**config.mk**
```make
export PLATFORM = sky130hd
export DESIGN_NAME = busca_instrucao
export DESIGN_NICKNAME = d
export VERILOG_FILES = /design/src/rtl/busca_instrucao_pkg.sv /design/src/rtl/busca_instrucao.sv
export SDC_FILE = /design/constraint.sdc
export NUM_CORES = 1
export LEC_CHECK = 0
export CAP_MARGIN = 10
export CORE_MARGIN = 1.5
export CORE_UTILIZATION = 40
export CTS_CLUSTER_DIAMETER = 80
export DETAILED_ROUTE_END_ITERATION = 8
export GPL_ROUTABILITY_DRIVEN = 0
export GPL_TIMING_DRIVEN = 1
export PLACE_DENSITY = 0.79
export SKIP_LAST_GASP = 1
export SYNTH_ARGS = -nofsm -noshare
export SYNTH_HDL_FRONTEND = slang
export SYNTH_SLANG_ARGS = --single-unit
```
**constraint.sdc**
```tcl
create_clock -name clk -period 3 [get_ports clk]
set_input_delay 0.45 -clock clk [delete_from_list [all_inputs] [get_ports clk]]
set_output_delay 0.45 -clock clk [all_outputs]
set_load 0.01 [all_outputs]
```
**src/rtl/busca_instrucao_pkg.sv**
```systemverilog
// busca_instrucao_pkg
// Shared constants and types for the instruction fetch stage:
//   WORD_W   - PC / instruction width
//   CNT_W    - width of the handed-to-decode instruction counter
//   estado_t - fetch FSM state encoding
package busca_instrucao_pkg;

   localparam int WORD_W = 32;
   localparam int CNT_W  = 16;

   typedef enum logic [1:0] {
      IDLE  = 2'd0,
      REQ   = 2'd1,
      VALID = 2'd2
   } estado_t;

endpackage

```
**src/rtl/busca_instrucao.sv**
```systemverilog
// busca_instrucao
// Instruction fetch stage. Requests one word at a time from instruction
// memory at pc_atual, holds it for decode until accepted, and tells the PC
// register mux when to advance.
//
// Ports
//   clk, reset          clock (rising edge), asynchronous active-high reset
//   pc_atual            current word address from the PC register
//   halt                processor halted: no new fetch is started
//   redirect            branch/jump/context switch: flush the stage
//   mem_req, mem_addr   instruction memory read request / word address
//   mem_ack, mem_rdata  read data valid / instruction word
//   instr_valid, instr, instr_pc   instruction handed to decode
//   decode_ready        decode accepts instr this cycle
//   novo_pc_seq         sequential next-PC candidate (pc_atual+1 on a fetch)
//   instr_count         number of instructions accepted by decode
module busca_instrucao
   import busca_instrucao_pkg::*;
(
   input  logic              clk,
   input  logic              reset,
   input  logic [WORD_W-1:0] pc_atual,
   input  logic              halt,
   input  logic              redirect,
   output logic              mem_req,
   output logic [WORD_W-1:0] mem_addr,
   input  logic              mem_ack,
   input  logic [WORD_W-1:0] mem_rdata,
   output logic              instr_valid,
   output logic [WORD_W-1:0] instr,
   output logic [WORD_W-1:0] instr_pc,
   input  logic              decode_ready,
   output logic [WORD_W-1:0] novo_pc_seq,
   output logic [CNT_W-1:0]  instr_count
);

   estado_t estado, proxEstado;
   logic    capturaInstr;   // fetch completes this cycle
   logic    handshake;      // decode takes the held instruction this cycle

   // State register; reset lands in REQ so the first fetch goes out as soon
   // as reset is released.
   always_ff @(posedge clk or posedge reset) begin
      if (reset) estado <= REQ;
      else       estado <= proxEstado;
   end

   always_comb begin
      proxEstado   = estado;
      mem_req      = 1'b0;
      instr_valid  = 1'b0;
      capturaInstr = 1'b0;
      handshake    = 1'b0;

      case (estado)
         IDLE: begin
            if (!halt) proxEstado = REQ;
         end
         REQ: begin
            mem_req = 1'b1;
            // A completing fetch wins over halt; halt then takes effect
            // once decode has taken the instruction.
            if (mem_ack && !redirect) begin
               capturaInstr = 1'b1;
               proxEstado   = VALID;
            end else if (halt) begin
               proxEstado = IDLE;
            end
         end
         VALID: begin
            // A redirect kills the held instruction in the same cycle so
            // decode never sees a handshake on a flushed word.
            instr_valid = !redirect;
            if (decode_ready && !redirect) begin
               handshake  = 1'b1;
               proxEstado = halt ? IDLE : REQ;
            end
         end
         default: proxEstado = REQ;
      endcase

      // Flush has priority in every state; any ack in this cycle is dropped.
      if (redirect) proxEstado = halt ? IDLE : REQ;
   end

   assign mem_addr    = pc_atual;
   assign novo_pc_seq = capturaInstr ? pc_atual + 1'b1 : pc_atual;

   // Instruction holding register, stable for the whole VALID period.
   always_ff @(posedge clk or posedge reset) begin
      if (reset) begin
         instr    <= '0;
         instr_pc <= '0;
      end else if (capturaInstr) begin
         instr    <= mem_rdata;
         instr_pc <= pc_atual;
      end
   end

   // Wraps naturally at 2^CNT_W.
   always_ff @(posedge clk or posedge reset) begin
      if (reset)          instr_count <= '0;
      else if (handshake) instr_count <= instr_count + 1'b1;
   end

endmodule

```
# Word level (Yosys, flattened, before mapping)

Cells that the tools add are included.

Logic and storage cells: 30
Register bits after elaboration: 82
Output and inout port bits: 146
Input bits: 70

Muxes and demuxes: 14
Reduce and logical (&&, ||, !) cells: 5
Equal/unequal tests: 5
$add $sub $neg: 2

Operator list:

| cell                                          | number |
|---|---|
| adder 32 x 1 -> 32 bit, second input constant | 1 |
| two-way mux 32 bit                            | 1 |
| adder 16 x 1 -> 16 bit, second input constant | 1 |
| two-way mux 2 bit                             | 5 |
| two-way mux 1 bit                             | 7 |
| inequality test 3 bit, second input constant  | 2 |
| one-hot mux 2 bit (3 select lines)            | 1 |
| inequality test 4 bit, second input constant  | 1 |
| AND reduction 3 bit                           | 1 |
| == test 2 x 1 -> 1 bit, second input constant | 1 |
| == test 2 bit, second input constant          | 1 |
| logical AND 1 bit                             | 2 |
| zero test 2 bit                               | 1 |
| zero test 1 bit                               | 1 |

# Longest topological paths before layout

Gate-level depths: netlist of the first run.

Depth after elaboration: 5
Mapped depth: 6
Gate-level depth less buffers: 5

# Worst setup path after synthesis of the first run

Ideal clock, no wire load.

Kind: reg2out
From: reg estado[0]
To: out novo_pc_seq[31]
Arrival time: 1.686 ns
Path slack: 0.864 ns
Stages on the path, launching flop included: 6
Required time: 2.550 ns
Path buffers: 1
Cell sequence: dfstp_2 -> and4bb_1 -> buf_2 -> nand4_2 -> or4b_4 -> xnor2_2

Longest elaborated chain between the ends: 3

RTL lines:

| item                   | RTL line              | RTL |
|---|---|---|
| start, declared        | busca_instrucao.sv:37 | `estado_t estado, proxEstado;` |
| start signal, assigned | busca_instrucao.sv:45 | `else estado <= proxEstado;` |
| == test 2 x 1 -> 1 bit | busca_instrucao.sv:55 | `case (estado)` |
| two-way mux 1 bit      | busca_instrucao.sv:55 |  |
| two-way mux 32 bit     | busca_instrucao.sv:87 | `assign novo_pc_seq = capturaInstr ? pc_atual + 1'b1 : pc_atual;` |
| end, declared          | busca_instrucao.sv:33 | `output logic [WORD_W-1:0] novo_pc_seq,` |

Every way passes these cells.

# Final worst setup path of the first run

From: in pc_atual[0]
To: out novo_pc_seq[26]

Longest elaborated chain between the ends: 2

RTL lines:

| item                   | RTL line              | RTL |
|---|---|---|
| start, declared        | busca_instrucao.sv:22 | `input logic [WORD_W-1:0] pc_atual,` |
| adder 32 x 1 -> 32 bit | busca_instrucao.sv:87 |  |
| two-way mux 32 bit     | busca_instrucao.sv:87 |  |

Every way passes these cells.

==> results.sh, run 1 <==
export IMPL_post_route_period_util_pct=102
export IMPL_wire_per_inst_um=15.4
export IMPL_syn_cell_area_mm2=0.00415
export IMPL_design_die_area_mm2=0.0110
export IMPL_cts_clk_slew_worst_paths_ns=0.08
export IMPL_drc_errors=0
export IMPL_start_util_pct=41.8
export IMPL_io_buffers=215
export IMPL_worst_setup_path_type="in2out"
export IMPL_syn_nets=548
export IMPL_worst_path_stages=7
export IMPL_path_max_fanout=4
export IMPL_synth_async_sr_flop_share_pct=100
export IMPL_nNetsFinal=774
export IMPL_yosys_area_top_type="dfrtp_1"
export IMPL_core_area_mm2=0.00991
export IMPL_yosys_top_cells_count="nand2_1, dfrtp_1, buf_4, xnor2_1, xor2_1"
export IMPL_clock_latency_ns=0.35
export IMPL_crit_slowest_cell="clkdlybuf4s50_1"
export IMPL_synth_flop_cell="dfrtp_1"
export IMPL_dp_hpwl_um=9980
export IMPL_hp_class="in2async"
export IMPL_antenna_found_initial=0
export IMPL_antenna_cells=0
export IMPL_grt_overflow=0
export IMPL_fp_row_count=36
export IMPL_grt_max_degree=51
export IMPL_dpl_worst_slack_ns=-0.123
export IMPL_relSlewSlack_pct=58.0
export IMPL_die_x_um=105
export IMPL_slew_violations=0
export IMPL_clockRootBuffer="clkbuf_8"
export IMPL_final_cells=840
export IMPL_grt_pass1_vias=4078
export IMPL_dp_cells=821
export IMPL_tritoncts="yes"
export IMPL_clock_path_buffers=2
export IMPL_drt_wl_total_um=12900
export IMPL_drt_iter0_drc=157
export IMPL_vias=4032
export IMPL_setup_violations=1
export IMPL_ys_types=35
export IMPL_first_pass_iters=4
export IMPL_cts_sinks=82
export IMPL_reg2reg_depth=7
export IMPL_max_freq_mhz=327
export IMPL_postCtsHoldBufs=0
export IMPL_syn_to_final_growth_pct=65.3
export IMPL_critPathLaunchType="input port"
export IMPL_cp_common_cell="clkdlybuf4s50_1"
export IMPL_io_pins=216
export IMPL_syn_area_per_cell_um2=8.71
export IMPL_synth_top_area_share_pct=48.9
export IMPL_synth_edf_count=0
export IMPL_grt_usage_pct=23.7
export IMPL_failed_checks="setup timing"
export IMPL_viasPerCell=4.80
export IMPL_ys_seq_area_share_pct=49.5
export IMPL_cts_inserted_buffers=9
export IMPL_max_cap_viol_count=0
export IMPL_whs_ns=0.472
export IMPL_die_h_um=105
export IMPL_ys_top_cells_by_area="dfrtp_1, nand2_1, buf_4"
export IMPL_cp_cell_sequence="clkdlybuf4s50_1 > ha_1 > and4_2 > nand4_1 > nor3_2 > xor2_1 > clkdlybuf4s50_1"
export IMPL_crit_buf_inv=2
export IMPL_syn_inst=476
export IMPL_crit_family="buffers and inverters"
export IMPL_status="finished, violations left"
export IMPL_fin_ws_ns=-0.0551
export IMPL_critPathRequiredTime_ns=2.55
export IMPL_cts_htree_levels=3
export IMPL_synthMostInstantiatedCell="nand2_1"
export IMPL_ant_nets=0
export IMPL_endpoint_kind="output pin"
export IMPL_p_leak_nw=3.28
export IMPL_ir_worst_vdd_mv=0.343
export IMPL_grt_pass1_wl_um=20700
export IMPL_rsz0062_at_grt="true"
export IMPL_power_density_mw_per_mm2=496
export IMPL_yosys_warnings=0
export IMPL_finalClockSkew_ns=0.00779
export IMPL_cp_arrival_ns=2.61
export IMPL_ys_ff_latch=82
export IMPL_fin_crit_ns=3.06
export IMPL_tightestPinTransition_ns=0.629
export IMPL_critPathMaxStageDelay_ns=0.57
export IMPL_finalHoldViolations=0
export IMPL_drive_above_1_share_pct=12.6
[registers in the layout, summed over array words and instances, names as in the netlist]
name,count
estado,2
instr_count,16
instr,32
instr_pc,32
[per-stage QoR]
step                utilization [%]  power, mW  instance area (um^2)  setup TNS [ns]
floorplan                         -       1.81                  4150               0
global placement               66.0       2.50                  6540          -0.203
detailed placement             66.0       2.54                  6540          -0.345
CTS                            68.5       3.44                  6790          -0.101
global route                   69.2       3.58                  6850          -0.253
finish                         69.2       3.40                  6850         -0.0551
[where the power goes]
| group | internal [mW] | switching, mW |
|---|---|---|
| combinational | 0.619 | 0.463 |
| clock | 0.493 | 0.402 |
| sequential | 1.30 | 0.121 |
[layout by cell type (no fill, tap or decap), types with 3 or more instances in the layout]
master,Yosys,final
xor2_1,18,18
xnor2_1,27,27
dfrtp_1,81,81
clkbuf_8,0,10
and4_1,8,7
nor3_2,0,7
dlymetal6s2s_1,0,11
buf_4,32,51
nor2_1,10,10
inv_1,7,6
clkdlybuf4s50_1,0,198
dlygate4sd2_1,0,6
nand4_1,17,17
o21ai_0,3,3
nor3_1,13,6
and3_1,4,4
nand3_1,11,10
nand2_1,202,202
[metal layers]
metal  up-vias  global-route usage (%)  part of all wire [%]
li1       1954                       -                     -
met1      1907                    28.5                    41
met5         -                       0                     0
met3        16                    6.18                   7.3
met4         0                    8.02                   1.5
met2       155                    41.0                    50
[kinds of logic after synthesis]
group	synth area share (%)
and+or+nand+nor	30.6
buffers and inverters	8.45
muxes	0.272
AOI/OAI and AO/OA	0.664
DFF	49.5
adders and majority gates	0.603
xor gates and xnor gates	9.90
[worst paths after layout]
| check | start | to | slack, ns |
|---|---|---|---|
| hold / removal | reset | instr[3]$_DFFE_PP0P_ | 0.47 |
| setup / recovery | pc_atual[0] | novo_pc_seq[26] | -0.06 |
| max in group asynchronous | reset | estado[0]$_DFFE_PP1P_ | 1.80 |
| setup reg to reg | estado[0]$_DFFE_PP1P_ | instr[7]$_DFFE_PP0P_ | 1.18 |
| hold reg to reg | instr[27]$_DFFE_PP0P_ | instr[27]$_DFFE_PP0P_ | 0.48 |
| min in group clk | instr[27]$_DFFE_PP0P_ | instr[27]$_DFFE_PP0P_ | 0.48 |
[cell type report]
| class | instances | area, um^2 |
|---|---|---|
| clock buffers | 10 | 138 |
| clock inverters | 6 | 88.8 |
| fillers | 774 | 3060 |
| inverters | 7 | 27.5 |
| multi-input cells | 335 | 1800 |
| flip-flops and latches | 82 | 2050 |
| well taps | 133 | 166 |
| repair buffers | 267 | 2570 |
[what timing repair did]
item	in CTS	in global routing
resized for setup	10	17
gates cloned	0	0
pin swaps	2	6
setup buffers	2	1
setup endpoints to repair	15	15
[worst reg2reg max path, cell delays in order (launching register included)]
cell and delay (ns):
dfstp_2 0.54, buf_4 0.15, nand4bb_4 0.13, buf_4 0.16
buf_4 0.19, buf_4 0.31, nand2_1 0.17, nand2_1 0.06
Power figures use the tool's default switching activity.
==> run 2, diff against run 1 <==
--- a/config.mk
+++ b/config.mk
@@ -5,8 +5,7 @@
 export SDC_FILE = /design/constraint.sdc
 export NUM_CORES = 1
 export LEC_CHECK = 0
-export CAP_MARGIN = 10
-export CORE_MARGIN = 1.5
+export CORE_MARGIN = 10
 export CORE_UTILIZATION = 40
 export CTS_CLUSTER_DIAMETER = 80
 export DETAILED_ROUTE_END_ITERATION = 8
==> run 2 against run 1 <==
- the run still ends with setup timing left
- combinational power hardly changed
- clock skew decreased by 0.0013 ns
- hold slack better by 0.0026 ns
- final cell count increased by 0.24%
- cell area increased by 0.77%
- clock power rose by 7.0%
- sequential power about the same
- worst setup slack gained 0.048 ns
==> results.sh, run 2 (synthesis gave the netlist of run 1 again) <==
export IMPL_status="finished, violations left"
export IMPL_failed_checks="setup timing"
export IMPL_fp_row_count=37
export IMPL_cp_cell_sequence="clkdlybuf4s50_1 > and4_4 > buf_4 > nand4_1 > nor2_1 > xor2_1 > clkdlybuf4s50_1"
export IMPL_p_leak_nw=3.33
export IMPL_tritoncts="yes"
export IMPL_power_frac_clock_pct=27.5
export IMPL_cts_inserted_buffers=9
export IMPL_drt_iter0_drc=236
export IMPL_comb_power_share_pct=31.7
export IMPL_clock_path_buffers=2
export IMPL_grt_max_degree=52
export IMPL_endpoint_kind="output pin"
export IMPL_worstHoldPathCells=1
export IMPL_io_pins=216
export IMPL_ant_nets=0
export IMPL_cts_htree_levels=3
export IMPL_multiInputGateArea_mm2=0.00182
export IMPL_dpl_worst_slack_ns=-0.0924
export IMPL_path_max_fanout=4
export IMPL_ir_worst_vdd_mv=0.297
export IMPL_cp_arrival_ns=2.56
export IMPL_seq_area_mm2=0.00205
export IMPL_io_buffers=215
export IMPL_post_route_period_util_pct=100
export IMPL_critPathLaunchType="input port"
export IMPL_slew_violations=0
export IMPL_final_common_cell="nand2_1"
export IMPL_grt_pass1_wl_um=23300
export IMPL_rsz0062_at_grt="true"
export IMPL_grt_pass1_vias=4329
export IMPL_relSlewSlack_pct=43.6
export IMPL_antenna_found_initial=0
export IMPL_vias=4097
export IMPL_cts_clk_slew_worst_paths_ns=0.08
export IMPL_first_pass_iters=4
export IMPL_clock_latency_ns=0.34
export IMPL_max_cap_viol_count=0
export IMPL_drc_errors=0
export IMPL_layout_common_cells="nand2_1, clkdlybuf4s50_1, dfrtp_1, buf_4, xnor2_1"
export IMPL_reg_largest_list="instr (32), instr_pc (32), instr_count (16)"
export IMPL_syn_to_final_growth_pct=66.5
export IMPL_critPathMaxStageDelay_ns=0.56
export IMPL_antenna_cells=0
export IMPL_top_usage_layer="met2"
export IMPL_tns_ns=-0.00711
export IMPL_fin_crit_ns=3.01
export IMPL_worst_setup_path_type="in2out"
export IMPL_ff2ff_setup_slack_ns=1.19
export IMPL_grtUsageMet3_pct=8.09
export IMPL_switching_power_mw=1.00
export IMPL_die_h_um=122
export IMPL_start_util_pct=40.5
export IMPL_viasPerCell=4.87
export IMPL_grt_met2_usage_pct=34.5
export IMPL_tightestPinTransition_ns=0.846
export IMPL_power_density_mw_per_mm2=505
export IMPL_reg2reg_depth=6
export IMPL_cts_sinks=82
export IMPL_hp_class="reg2reg"
export IMPL_dp_hpwl_um=11800
export IMPL_crit_slowest_cell="clkdlybuf4s50_1"
export IMPL_grtUsageMet1_pct=21.6
export IMPL_swShare_pct=28.8
export IMPL_critPathRequiredTime_ns=2.55
export IMPL_postCtsHoldBufs=0
export IMPL_cp_common_cell="clkdlybuf4s50_1"
export IMPL_num_fill_cells=796
export IMPL_drt_wl_total_um=15100
export IMPL_seqPwrFrac_pct=40.8
export IMPL_max_freq_mhz=333
export IMPL_intPower_mw=2.48
export IMPL_drive_above_1_share_pct=12.9
export IMPL_setup_violations=1
export IMPL_die_x_um=122
export IMPL_clockRootBuffer="clkbuf_8"
export IMPL_wire_per_inst_um=18.0
export IMPL_core_area_mm2=0.0102
export IMPL_design_die_area_mm2=0.0148
export IMPL_finalClockSkew_ns=0.00649
export IMPL_grt_overflow=0
export IMPL_grt_usage_pct=19.7
export IMPL_nNetsFinal=773
export IMPL_fin_ws_ns=-0.00711
export IMPL_finalHoldViolations=0
run 2: cell count changes in the layout (fill, tap and decap cells not counted), moves of 2 or more:
cell / previous run / this run
and4_1: 7 / 5
dlygate4sd2_1: 6 / 2
and4_4: 2 / 4
dlymetal6s2s_1: 11 / 16
clkbuf_8: 10 / 13
clkinvlp_4: 2 / 0
run 2: path summary, 6_finish.rpt:
check                                             from                          end
setup / recovery                           pc_atual[0]              novo_pc_seq[15]
hold / removal             instr_count[15]$_DFFE_PP0P_  instr_count[15]$_DFFE_PP0P_
setup reg to reg                 estado[0]$_DFFE_PP1P_  instr_count[15]$_DFFE_PP0P_
hold reg to reg            instr_count[15]$_DFFE_PP0P_  instr_count[15]$_DFFE_PP0P_
max in group asynchronous                        reset        estado[0]$_DFFE_PP1P_
min in group asynchronous                        reset         instr[3]$_DFFE_PP0P_
run 2: routing by layer:
metal / up-vias / part of all wire [%]
li1: 1946 / -
met1: 1968 / 38
met2: 170 / 50
met3: 13 / 10
met4: 0 / 1.2
met5: - / 0
run 2: cell type report:
class / instances / area share (%)
timing repair buffer: 266 / 37.4
multi-input combinational: 335 / 26.4
sequential: 82 / 29.7
clock inverter: 3 / 0.997
tap: 136 / 2.46
clock buffer: 13 / 2.59
inverter: 7 / 0.399
run 2: repair_timing:
action / in CTS / in global routing
resized for setup: 11 / 22
pin swaps: 2 / 2
buffers inserted: 3 / 0
endpoints found under the setup margin: 15 / 20
run 2: power groups by stage:
stage	registers (mW)	clock network, mW	logic [mW]
after floorplan	1.53	0	0.287
after global placement	1.43	0	1.10
after detailed placement	1.44	0	1.12
after CTS	1.42	0.981	1.13
after global routing	1.45	1.03	1.20
final	1.42	0.957	1.11
run 2: stage by stage:
step	util (%)	power (mW)	instances	area [um^2]	hold WS, ns
floorplan	-	1.81	476	4150	0.502
global placement	63.9	2.53	823	6540	0.457
detailed placement	63.9	2.56	823	6540	0.461
CTS	66.9	3.53	842	6840	0.481
global route	67.5	3.68	842	6910	0.496
finish	67.5	3.49	842	6910	0.475
run 2: worst max-delay path: cells and delay by family:
| family | cells | cell delay (ns) |
|---|---|---|
| xor+xnor | 1 | 0.17 |
| buf+inv | 3 | 1.22 |
| simple gates | 3 | 0.72 |
==> run 3, diff against run 2 <==
--- a/config.mk
+++ b/config.mk
@@ -12,7 +12,8 @@
 export GPL_ROUTABILITY_DRIVEN = 0
 export GPL_TIMING_DRIVEN = 1
 export PLACE_DENSITY = 0.79
-export SKIP_LAST_GASP = 1
+export SETUP_SLACK_MARGIN = 0.2
+export SLEW_MARGIN = 20
 export SYNTH_ARGS = -nofsm -noshare
 export SYNTH_HDL_FRONTEND = slang
 export SYNTH_SLANG_ARGS = --single-unit
==> run 3 against run 2 <==
- the run now ends clean
- clock power up 0.4%
- flip-flop and latch count unchanged
- hold slack about the same
- utilization down 0.24 points
- via count up 1.0%
- combinational power about the same
- clock skew up 0.00052 ns
- sequential power about the same
- worst setup slack better by 0.14 ns
- routed wire length up 0.22%
- cell area down 0.36%
- critical path type unchanged
==> results.sh, run 3 (synthesis gave the netlist of run 1 again) <==
export IMPL_io_buffers=215
export IMPL_max_cap_viol_count=0
export IMPL_layout_common_cells="nand2_1, clkdlybuf4s50_1, dfrtp_1, buf_4, xnor2_1"
export IMPL_antenna_cells=0
export IMPL_drc_errors=0
export IMPL_vias=4138
export IMPL_cts_clk_slew_worst_paths_ns=0.07
export IMPL_grt_pass1_wl_um=23500
export IMPL_ir_worst_vdd_mv=0.297
export IMPL_path_max_fanout=6
export IMPL_cp_arrival_ns=2.42
export IMPL_setup_violations=0
export IMPL_wire_per_inst_um=17.9
export IMPL_tns_ns=0
export IMPL_max_freq_mhz=349
export IMPL_relSlewSlack_pct=44.8
export IMPL_grt_max_degree=52
export IMPL_cts_inserted_buffers=9
export IMPL_die_h_um=122
export IMPL_tritoncts="yes"
export IMPL_final_cells=845
export IMPL_syn_to_final_growth_pct=65.9
export IMPL_post_route_period_util_pct=95.6
export IMPL_nNetsFinal=776
export IMPL_core_area_mm2=0.0102
export IMPL_fin_crit_ns=2.87
export IMPL_ff2ff_setup_slack_ns=1.19
export IMPL_tightestPinTransition_ns=0.826
export IMPL_status="finished, final reports clean"
export IMPL_whs_ns=0.475
export IMPL_dp_hpwl_um=11800
export IMPL_io_pins=216
export IMPL_ant_nets=0
export IMPL_viasPerCell=4.90
export IMPL_slew_violations=0
export IMPL_cts_sinks=82
export IMPL_cts_htree_levels=3
export IMPL_clock_path_buffers=2
export IMPL_postCtsHoldBufs=0
export IMPL_grt_pass1_vias=4395
export IMPL_rsz0062_at_grt="true"
export IMPL_critPathLaunchType="input port"
export IMPL_finalClockSkew_ns=0.00702
export IMPL_drive_above_1_share_pct=14.0
export IMPL_final_common_cell="nand2_1"
export IMPL_clock_latency_ns=0.35
export IMPL_start_util_pct=40.5
export IMPL_p_leak_nw=3.27
export IMPL_drt_wl_total_um=15200
export IMPL_design_die_area_mm2=0.0148
export IMPL_worst_setup_path_type="in2out"
export IMPL_grt_overflow=0
export IMPL_power_density_mw_per_mm2=506
export IMPL_drt_iter0_drc=173
export IMPL_antenna_found_initial=0
export IMPL_grt_usage_pct=19.8
export IMPL_reg_largest_list="instr (32), instr_pc (32), instr_count (16)"
export IMPL_dp_cells=823
export IMPL_hp_class="reg2reg"
export IMPL_fp_row_count=37
export IMPL_endpoint_kind="output pin"
export IMPL_clockRootBuffer="clkbuf_8"
export IMPL_finalHoldViolations=0
export IMPL_die_x_um=122
export IMPL_first_pass_iters=4
export IMPL_critPathRequiredTime_ns=2.55
## run 3: cell types whose count changed in the layout (fill, tap and decap cells not counted), sizes merged
cell / delta
clkbuf: +3
clkdlybuf4s50: -10
buf: +3
dlygate4sd2: +17
clkdlybuf4s15: +2
dlymetal6s2s: -12
## run 3: timing repair
action | 4_1_cts | 5_1_grt
setup buffers | 6 | 0
endpoints found under the setup margin | 27 | 13
endpoints found under the hold margin | 0 | 0
gates resized for setup | 37 | 17
pin swaps | 3 | 0
## run 3: per-layer routing
metal / up-vias / wire, um / global-route usage [%]
met1: 1998 / 5600 / 21.6
met5: - / 0 / 0
met4: 0 / 269 / 5.44
met2: 167 / 7610 / 34.5
met3: 19 / 1670 / 8.46
li1: 1954 / - / -
## run 3: power by group
part / internal [mW] / switching [mW] / total, mW
clock: 0.562 / 0.399 / 0.961
sequential: 1.30 / 0.121 / 1.42
combinational: 0.611 / 0.487 / 1.10
## run 3: stage by stage
step           util [%]  total power [mW]  setup slack, ns  instance area, um^2
5_1_grt            67.2              3.68           0.0103                 6880
4_1_cts            67.0              3.52           0.0502                 6850
3_3_place_gp       63.9              2.53          -0.0549                 6540
3_5_place_dp       63.9              2.56          -0.0924                 6540
6_report           67.2              3.48            0.131                 6880
2_1_floorplan         -              1.81            0.443                 4150
## run 3: cell type report
class,count,area [um^2]
fill,808,3350
timing repair buffer,269,2540
sequential,82,2050
multi-input combinational,335,1840
clock buffer,13,179
tap,136,170
clock inverter,3,68.8
inverter,7,27.5
## run 3: critical path, stage by stage
cell             delay, ns
clkdlybuf4s50_1       0.42
and4bb_4              0.35
buf_4                 0.15
nand3_4               0.13
nor3_2                0.21
xor2_1                0.15
clkdlybuf4s50_1       0.55
## run 3: final timing paths
| path | startpoint | endpoint | cells after the start |
|---|---|---|---|
| max in group asynchronous | reset | estado[0]$_DFFE_PP1P_ | 3 |
| min in group asynchronous | reset | instr[3]$_DFFE_PP0P_ | 2 |
| hold reg to reg | instr[5]$_DFFE_PP0P_ | instr[5]$_DFFE_PP0P_ | 2 |
| hold / removal | instr[5]$_DFFE_PP0P_ | instr[5]$_DFFE_PP0P_ | 2 |
| setup reg to reg | estado[0]$_DFFE_PP1P_ | instr_count[15]$_DFFE_PP0P_ | 6 |
| setup / recovery | redirect | novo_pc_seq[13] | 7 |
==> RTL edit, RTL diff (settings of run 2) <==
Reset style: synchronous (`reset`), changed in 3 clocked blocks. Comments in the files are not updated.
--- a/src/rtl/busca_instrucao.sv
+++ b/src/rtl/busca_instrucao.sv
@@ -40,7 +40,7 @@
 
    // State register; reset lands in REQ so the first fetch goes out as soon
    // as reset is released.
-   always_ff @(posedge clk or posedge reset) begin
+   always_ff @(posedge clk) begin
       if (reset) estado <= REQ;
       else       estado <= proxEstado;
    end
@@ -87,7 +87,7 @@
    assign novo_pc_seq = capturaInstr ? pc_atual + 1'b1 : pc_atual;
 
    // Instruction holding register, stable for the whole VALID period.
-   always_ff @(posedge clk or posedge reset) begin
+   always_ff @(posedge clk) begin
       if (reset) begin
          instr    <= '0;
          instr_pc <= '0;
@@ -98,7 +98,7 @@
    end
 
    // Wraps naturally at 2^CNT_W.
-   always_ff @(posedge clk or posedge reset) begin
+   always_ff @(posedge clk) begin
       if (reset)          instr_count <= '0;
       else if (handshake) instr_count <= instr_count + 1'b1;
    end
Formal check against the unedited RTL: differs if reset is asserted again (counterexample within 4 cycles, from zero or initial values and one cycle with reset high); with reset held inactive, the same outputs for 10 cycles.
==> RTL edit against run 2 <==
Maximum frequency increased by 1.8%; wire length decreased by 1.5%; synthesized area decreased by 4.8%; via count increased by 3.3%; setup slack improved by 0.054 ns; clock skew about the same; count of clock-buffer cells in the layout decreased by 3; first-iteration DRC count increased by 6.8%; die area decreased by 4.0%; sequential cell count unchanged; design area decreased by 6.5%.
Power is not compared: it rests on default switching activity, and its combinational part moved more than twofold at a synthesized area within 25%.
==> RTL edit: results <==
INSERT INTO impl_metrics (metric_group, metric, value, unit) VALUES
('run_status', 'outcome', 'complete, no violations', ''),
('setup_path', 'worstPathMaxFanout', '9', ''),
('sta', 'hold_slack', '0.456', 'ns'),
('power', 'p_int', '1730', 'µW'),
('global_route', 'grt_max_degree', '65', ''),
('yosys', 'postSynth.asyncResetShare', '0', '%'),
('setup_path', 'rrSetupSlack', '1.14', 'ns'),
('yosys', 'syn_nets', '581', ''),
('yosys', 'register_area_share_after_synthesis', '41.6', '%'),
('placement', 'dp.final_hpwl', '11.9', 'mm'),
('yosys', 'yosys-mux-area-fraction', '0', '%'),
('drt', 'post_drt_wl_per_cell', '17.4', 'µm'),
('yosys', 'synthXorXnorAreaFrac', '9.09', '%'),
('yosys', 'synth.lib_cells_used.distinct', '38', ''),
('yosys', 'synth_compound_area_share', '10.5', '%'),
('setup_path', 'arrival', '2.50', 'ns'),
('yosys', 'synth-adder-area-share', '0.634', '%'),
('placement', 'post_dp_cell_area', '6230', 'µm²'),
('yosys', 'ys_top_cells_by_area', 'dfxtp_1 (42%), nand2_1 (14%), a21oi_1 (9.1%)', ''),
('global_route', 'grt_pass1_wl', '23.1', 'mm'),
('cells_and_area', 'fillCellCount', '816', ''),
('cells_and_area', 'finish.net_count', '789', ''),
('sta', 'clock_skew', '0.00697', 'ns'),
('yosys', 'synth_common_cells', 'nand2_1 (150), dfxtp_1 (82), a21oi_1 (72)', ''),
('cells_and_area', 'drive_above_1_share', '10.7', '%');
## RTL edit: power groups by stage
stage                     Clock [µW]  Combinational [µW]  Sequential, µW
after floorplan                    0                 179            1190
after global placement             0                 526            1170
after detailed placement           0                 535            1170
after CTS                        746                 533            1150
after global routing             799                 566            1150
final                            731                 526            1150
## RTL edit: repair_timing
action                     CTS  global route
setup endpoints to repair   15            21
pin swaps                    0             1
gates resized for setup     18            22
buffers inserted             0             1
gates cloned                 0             0
## RTL edit: per-layer routing
layer  GRT usage [%]  wire [µm]
met1            21.2       5700
met2            35.8       7500
met3            6.66       1320
met4            5.58        368
met5               0          0
## RTL edit: path summary, 6_finish.rpt
path                                      from              end  cells past startpoint
worst min-delay path              instr_pc[27]     instr_pc[27]                      2
worst max register to register  instr_count[3]  instr_count[15]                      4
worst max-delay path              pc_atual[11]  novo_pc_seq[26]                      7
worst min register to register    instr_pc[27]     instr_pc[27]                      2
## RTL edit: critical path, cell delays in order
cell,delay [ns]
clkdlybuf4s50_1,0.52
nand4_4,0.14
or4_4,0.56
buf_6,0.17
nor3_1,0.21
xor2_1,0.17
dlygate4sd2_1,0.29
## RTL edit: area by class of cell
type / instances / share of cell area, %
multi-input cells: 359 / 30.3
clock buffers: 10 / 1.98
flip-flops and latches: 82 / 25.4
repair buffers: 257 / 38.5
clock inverters: 6 / 0.794
inverters: 8 / 0.465
well taps: 133 / 2.58
## RTL edit: cells by family (layout without fill, tap and decap cells)
logic type / after synthesis / after routing
AO/OA/AOI/OAI: 80 / 80
flip-flops: 82 / 82
adder cells (fa/ha/maj): 2 / 2
AND/OR/NAND/NOR: 236 / 236
XOR/XNOR: 41 / 41
buffers and inverters: 68 / 281
## RTL edit: through the flow
| stage | util (%) | std cells | setup WS [ns] |
|---|---|---|---|
| after floorplan | - | 509 | 0.849 |
| after global placement | 64.3 | 838 | -0.247 |
| after detailed placement | 64.3 | 838 | -0.367 |
| after CTS | 66.2 | 854 | -0.0262 |
| after global routing | 66.7 | 855 | 0.00195 |
| final | 66.7 | 855 | 0.0467 |
